### config.mk
export PLATFORM = sky130hd
export DESIGN_NAME = lut_const_mult_seq
export DESIGN_NICKNAME = d
export VERILOG_FILES = /design/src/rtl/lut_const_mult_seq.sv
export SDC_FILE = /design/constraint.sdc
export NUM_CORES = 1
export LEC_CHECK = 0
export ABC_CLOCK_PERIOD_IN_PS = 15700
export BUFFER_PORTS_ARGS = -buffer_cell sky130_fd_sc_hd__buf_4
export CAP_MARGIN = 20
export CORE_UTILIZATION = 40
export DETAILED_ROUTE_END_ITERATION = 12
export GPL_ROUTABILITY_DRIVEN = 0
export GPL_TIMING_DRIVEN = 1
export PLACE_DENSITY_LB_ADDON = 0.1
export SYNTH_ARGS = -nofsm -noshare
export SYNTH_HDL_FRONTEND = slang
export SYNTH_SLANG_ARGS = --single-unit
### constraint.sdc
create_clock -name clk -period 15.7 [get_ports clk]
set_input_delay 3.14 -clock clk [delete_from_list [all_inputs] [get_ports clk]]
set_output_delay 3.14 -clock clk [all_outputs]
set_load 0.005 [all_outputs]
### src/rtl/lut_const_mult_seq.sv
// Multiplies an X_W-bit operand by a loadable A_W-bit constant, one nibble per cycle, via an 8-entry odd-multiple LUT.
// Latency: constant load = 8 fill cycles; multiply = NIB cycles from accept to out_valid.
// Backpressure: in_ready only in S_IDLE without a_load; p and out_valid held in S_DONE until out_ready.
// Optional feature macro: LUT_MULT_SIGNED_EN (two's-complement operand and product).
module lut_const_mult_seq #(
    parameter int X_W = 8,
    parameter int A_W = 8,
    localparam int P_W = X_W + A_W
) (
    input  logic           clk,
    input  logic           rst_n,
    input  logic           a_load,
    input  logic [A_W-1:0] a_val,
    output logic           busy,
    input  logic           in_valid,
    output logic           in_ready,
    input  logic [X_W-1:0] x,
    output logic           out_valid,
    input  logic           out_ready,
    output logic [P_W-1:0] p
);

    localparam int NIB = X_W / 4;
    localparam int LW  = A_W + 4;

    typedef enum logic [2:0] {
        S_INIT,
        S_FILL,
        S_IDLE,
        S_MUL,
        S_DONE
    } state_t;

    state_t         state_q, state_d;
    logic [A_W-1:0] a_q, a_d;
    logic [LW-1:0]  lut_q [8];
    logic [LW-1:0]  lut_d [8];
    logic [2:0]     cnt_q, cnt_d;
    logic [X_W-1:0] x_q, x_d;
    logic [P_W-1:0] acc_q, acc_d;
    logic [P_W-1:0] p_q, p_d;

    logic           load_ok;
    logic           accept;
    logic           last_nib;
    logic [3:0]     nib;
    logic [3:0]     mag;
    logic           neg;
    logic [1:0]     tz;
    logic [2:0]     idx;
    logic [P_W-1:0] term;
    logic [P_W-1:0] acc_next;
    logic [LW-1:0]  twice_a;

    // A load is only honoured when no fill or multiply is in flight
    assign load_ok  = a_load && ((state_q == S_INIT) || (state_q == S_IDLE));
    assign accept   = in_valid && in_ready;
    assign last_nib = (cnt_q == 3'(NIB - 1));
    assign twice_a  = LW'({a_q, 1'b0});

    // State register
    always_ff @(posedge clk or negedge rst_n) begin
        if (!rst_n) begin
            state_q <= S_INIT;
        end else begin
            state_q <= state_d;
        end
    end

    // Next-state logic
    always_comb begin
        state_d = state_q;
        case (state_q)
            S_INIT: if (load_ok) state_d = S_FILL;
            S_FILL: if (cnt_q == 3'd7) state_d = S_IDLE;
            S_IDLE: begin
                if (load_ok) begin
                    state_d = S_FILL;
                end else if (accept) begin
                    state_d = S_MUL;
                end
            end
            S_MUL:  if (last_nib) state_d = S_DONE;
            S_DONE: if (out_ready) state_d = S_IDLE;
            default: state_d = S_INIT;
        endcase
    end

    // Handshake and status outputs decoded from state
    always_comb begin
        busy      = (state_q == S_FILL);
        in_ready  = (state_q == S_IDLE) && !a_load;
        out_valid = (state_q == S_DONE);
    end

    // Current nibble decomposed into odd LUT index and shift (top nibble may be negative)
    always_comb begin
        nib = 4'(x_q >> {cnt_q, 2'b00});
`ifdef LUT_MULT_SIGNED_EN
        neg = last_nib && nib[3];
        mag = neg ? ((~nib) + 4'd1) : nib;
`else
        neg = 1'b0;
        mag = nib;
`endif
        if (mag[0]) begin
            tz = 2'd0;
        end else if (mag[1]) begin
            tz = 2'd1;
        end else if (mag[2]) begin
            tz = 2'd2;
        end else begin
            tz = 2'd3;
        end
        idx = 3'(mag >> ({1'b0, tz} + 3'd1));
        if (mag == 4'd0) begin
            term = '0;
        end else begin
            term = (P_W'(lut_q[idx]) << tz) << {cnt_q, 2'b00};
        end
        acc_next = neg ? (acc_q - term) : (acc_q + term);
    end

    // Datapath next values: constant capture, LUT fill, operand capture, accumulate
    always_comb begin
        a_d   = a_q;
        lut_d = lut_q;
        cnt_d = cnt_q;
        x_d   = x_q;
        acc_d = acc_q;
        p_d   = p_q;
        if (load_ok) begin
            a_d   = a_val;
            cnt_d = 3'd0;
        end else if (accept) begin
            x_d   = x;
            acc_d = '0;
            cnt_d = 3'd0;
        end else if (state_q == S_FILL) begin
            // Entry 0 is A itself; each later odd multiple adds 2A to its predecessor
            if (cnt_q == 3'd0) begin
                lut_d[0] = LW'(a_q);
            end else begin
                lut_d[cnt_q] = lut_q[cnt_q - 3'd1] + twice_a;
            end
            cnt_d = cnt_q + 3'd1;
        end else if (state_q == S_MUL) begin
            acc_d = acc_next;
            cnt_d = cnt_q + 3'd1;
            if (last_nib) begin
                p_d = acc_next;
            end
        end
    end

    // Datapath registers
    always_ff @(posedge clk or negedge rst_n) begin
        if (!rst_n) begin
            a_q   <= '0;
            cnt_q <= '0;
            x_q   <= '0;
            acc_q <= '0;
            p_q   <= '0;
            for (int i = 0; i < 8; i++) begin
                lut_q[i] <= '0;
            end
        end else begin
            a_q   <= a_d;
            cnt_q <= cnt_d;
            x_q   <= x_d;
            acc_q <= acc_d;
            p_q   <= p_d;
            for (int i = 0; i < 8; i++) begin
                lut_q[i] <= lut_d[i];
            end
        end
    end

    assign p = p_q;

endmodule

==> reports/results.ini <==
[critical_path]
cp.required_ps=12560
slowest_stage=nor3_1
reg2reg_to=p[15]
worst_r2r_path_depth=18
cp-start-kind=input port
path_cells=buf_4 -> nand2b_1 -> nor3_1 -> buf_4
crit_fanout=3
cp_num_buf_inv=2
path_class=input port to primary output
endpoint_kind=primary output
reg2reg_from=cnt_q[2]
cp_common_cell=buf_4
cp.arrival_ps=3900
r2r_setup_slack_ps=9610
slowest_delay_ps=320
crit_family=simple AND/OR/NAND/NOR gates

[floorplan]
die_w_um=155
core_area_mm2=0.0228
die_y_um=155
rows=55
initial_core_util_pct=41.0
pin_count=40
die-area_mm2=0.0240

[yosys]
synth.avg_cell_area_um2=10.6
synth_edf_count=0
yosys.cell_types.count=76
synth_area_mm2=0.00934
async_reset_ff_share_pct=100
synth_nets=928
synthFlopType=dfrtp_1
synth_seq_cells=150
seq_area_frac_synth_pct=40.2
yosys_warnings=0
synthCells=877

[drt]
first_pass_iters=5
avgRoutedWirePerCell_um=21.9
drt_iter0_markers=679
drtAntennaViolNets=0
num_vias=7374
drc_errors=0
viasPerCell=5.99
routed_wirelength_um=26900

[min_path]
hp-class=flip-flop to flip-flop
whs_path_depth=2
min-delay-start=p[14]
holdPathEnd=p[14]

[global_route]
antenna_found_initial=0
grt_pass1_wl_um=42900
grt_usage_pct=23.7
grt_remaining_overflow=0
grt_pass1_vias=7364
grt_max_degree=81

[timing]
slew_viol_final=0
setup_tns_ps=0
finalCritPeriodShare_pct=44.8
min_period_ps=7040
max_slew_margin_pct=24.5
hold_viol_final=0
rsz0062_at_grt=false
clock_skew_ps=11.2
tightest_slew_ps=1130
setup_viol=0
max_freq_ghz=0.142

[clock_tree]
clockRootBuffer=clkbuf_16
numClockSinks=150
ctsLongestPathBuffers=2
cts_tree=done
cts_hold_buf=0
postCtsSetupRepairBufs=0
post_cts_resized=0
cts_buffers=17
ctsHtreeMaxLevel=4
path_clk_slew_ps=60
clock_latency_ps=440

[layout]
fin_util_pct=46.7
area_growth_pct=14.0
diodes=0
drive_gt1_share_pct=26.7
nFillCells=2097
layout.nets=956
regArea_mm2=0.00376
most-common-layout-cells=dfrtp_1, mux2_2, nand2_1
multiInputGateArea_mm2=0.00530
layout_commonest_cell=dfrtp_1

[run]
maxCapViolations=0

[status]
status=finished, final reports clean

[place]
dp_hpwl_um=18800
io_buffer_count=39

==> area by class of cell <==
cell class / instances / share of cell area, %
Inverter: 19 / 0.670
Clock buffer: 19 / 4.16
Timing Repair Buffer: 59 / 4.38
Tap cell: 313 / 3.68
Clock inverter: 13 / 2.03
Sequential cell: 150 / 35.3
Multi-Input combinational cell: 658 / 49.8
==> synth_stat cells (all sizes together), types with 7 or more instances <==
cell type  instances  share of area, %
a221oi             7              0.66
o22ai              8              0.54
nand3             32               1.7
inv               19              0.76
nand2             93               3.8
nor2              37               1.5
and2               7              0.47
dfrtp            150                40
a22oi              9              0.72
mux2              99                12
buf               17               1.2
a31o              10              0.94
mux4              30               7.4
a21oi             47               2.6
o21ai             66               3.6
xnor2             21               2.0
clkbuf            33               1.3
nor3              17               1.1
o211ai             8              0.64
ha                28               3.8
o21bai             7              0.68
mux2i             11               1.5
a31oi              7              0.47
a211oi             9              0.72
a22o               9              0.84
==> how the worst max path moves through the flow <==
stage | start | to | slack (ps) | cells after the start
final | a_load | in_ready | 8660 | 4
after global routing | a_load | in_ready | 8560 | 4
after CTS | a_load | in_ready | 8660 | 4
after detailed placement | a_load | in_ready | 8670 | 4
after global placement | a_load | in_ready | 8750 | 4
after floorplan | a_load | in_ready | 9020 | 2
==> per-layer routing <==
metal | vias up | wire, um | global-route usage, %
li1 | 3362 | - | -
met1 | 3677 | 12200 | 33.1
met2 | 282 | 12300 | 36.7
met3 | 53 | 1680 | 4.40
met4 | 0 | 753 | 8.77
met5 | - | 0 | 0
==> registers in the layout, summed over array words and instances, names as in the netlist <==
name and count:
acc_q 16, p 16, cnt_q 3, x_q 8, lut_q 96, state_q 3, a_q 8
==> logic make-up after synthesis <==
kind of cell | Yosys count | synth area share (%)
AND/OR/NAND/NOR | 222 | 11.1
AO/OA/AOI/OAI | 239 | 17.7
adder cells (fa/ha/maj) | 30 | 4.18
multiplexers | 140 | 20.9
buffers and inverters | 69 | 3.27
XOR/XNOR | 27 | 2.68
flip-flops | 150 | 40.2
==> tightest hold or removal path, delay by kind of cell (launching register included) <==
family,cells,cell delay (ps)
compound gates,1,60
flops,1,340
simple gates,1,40
==> stage by stage <==
stage	setup slack, ps	hold slack, ps	instances	cell area, um2
CTS	8660	485	1228	10600
global placement	8750	461	1196	9940
global route	8560	508	1231	10600
floorplan	9020	447	877	9340
detailed placement	8670	474	1196	9940
finish	8660	479	1231	10600
Power is left out: the tool's default activity adds up to more than one toggle a clock period on the data nets, which glitch-free logic cannot reach.
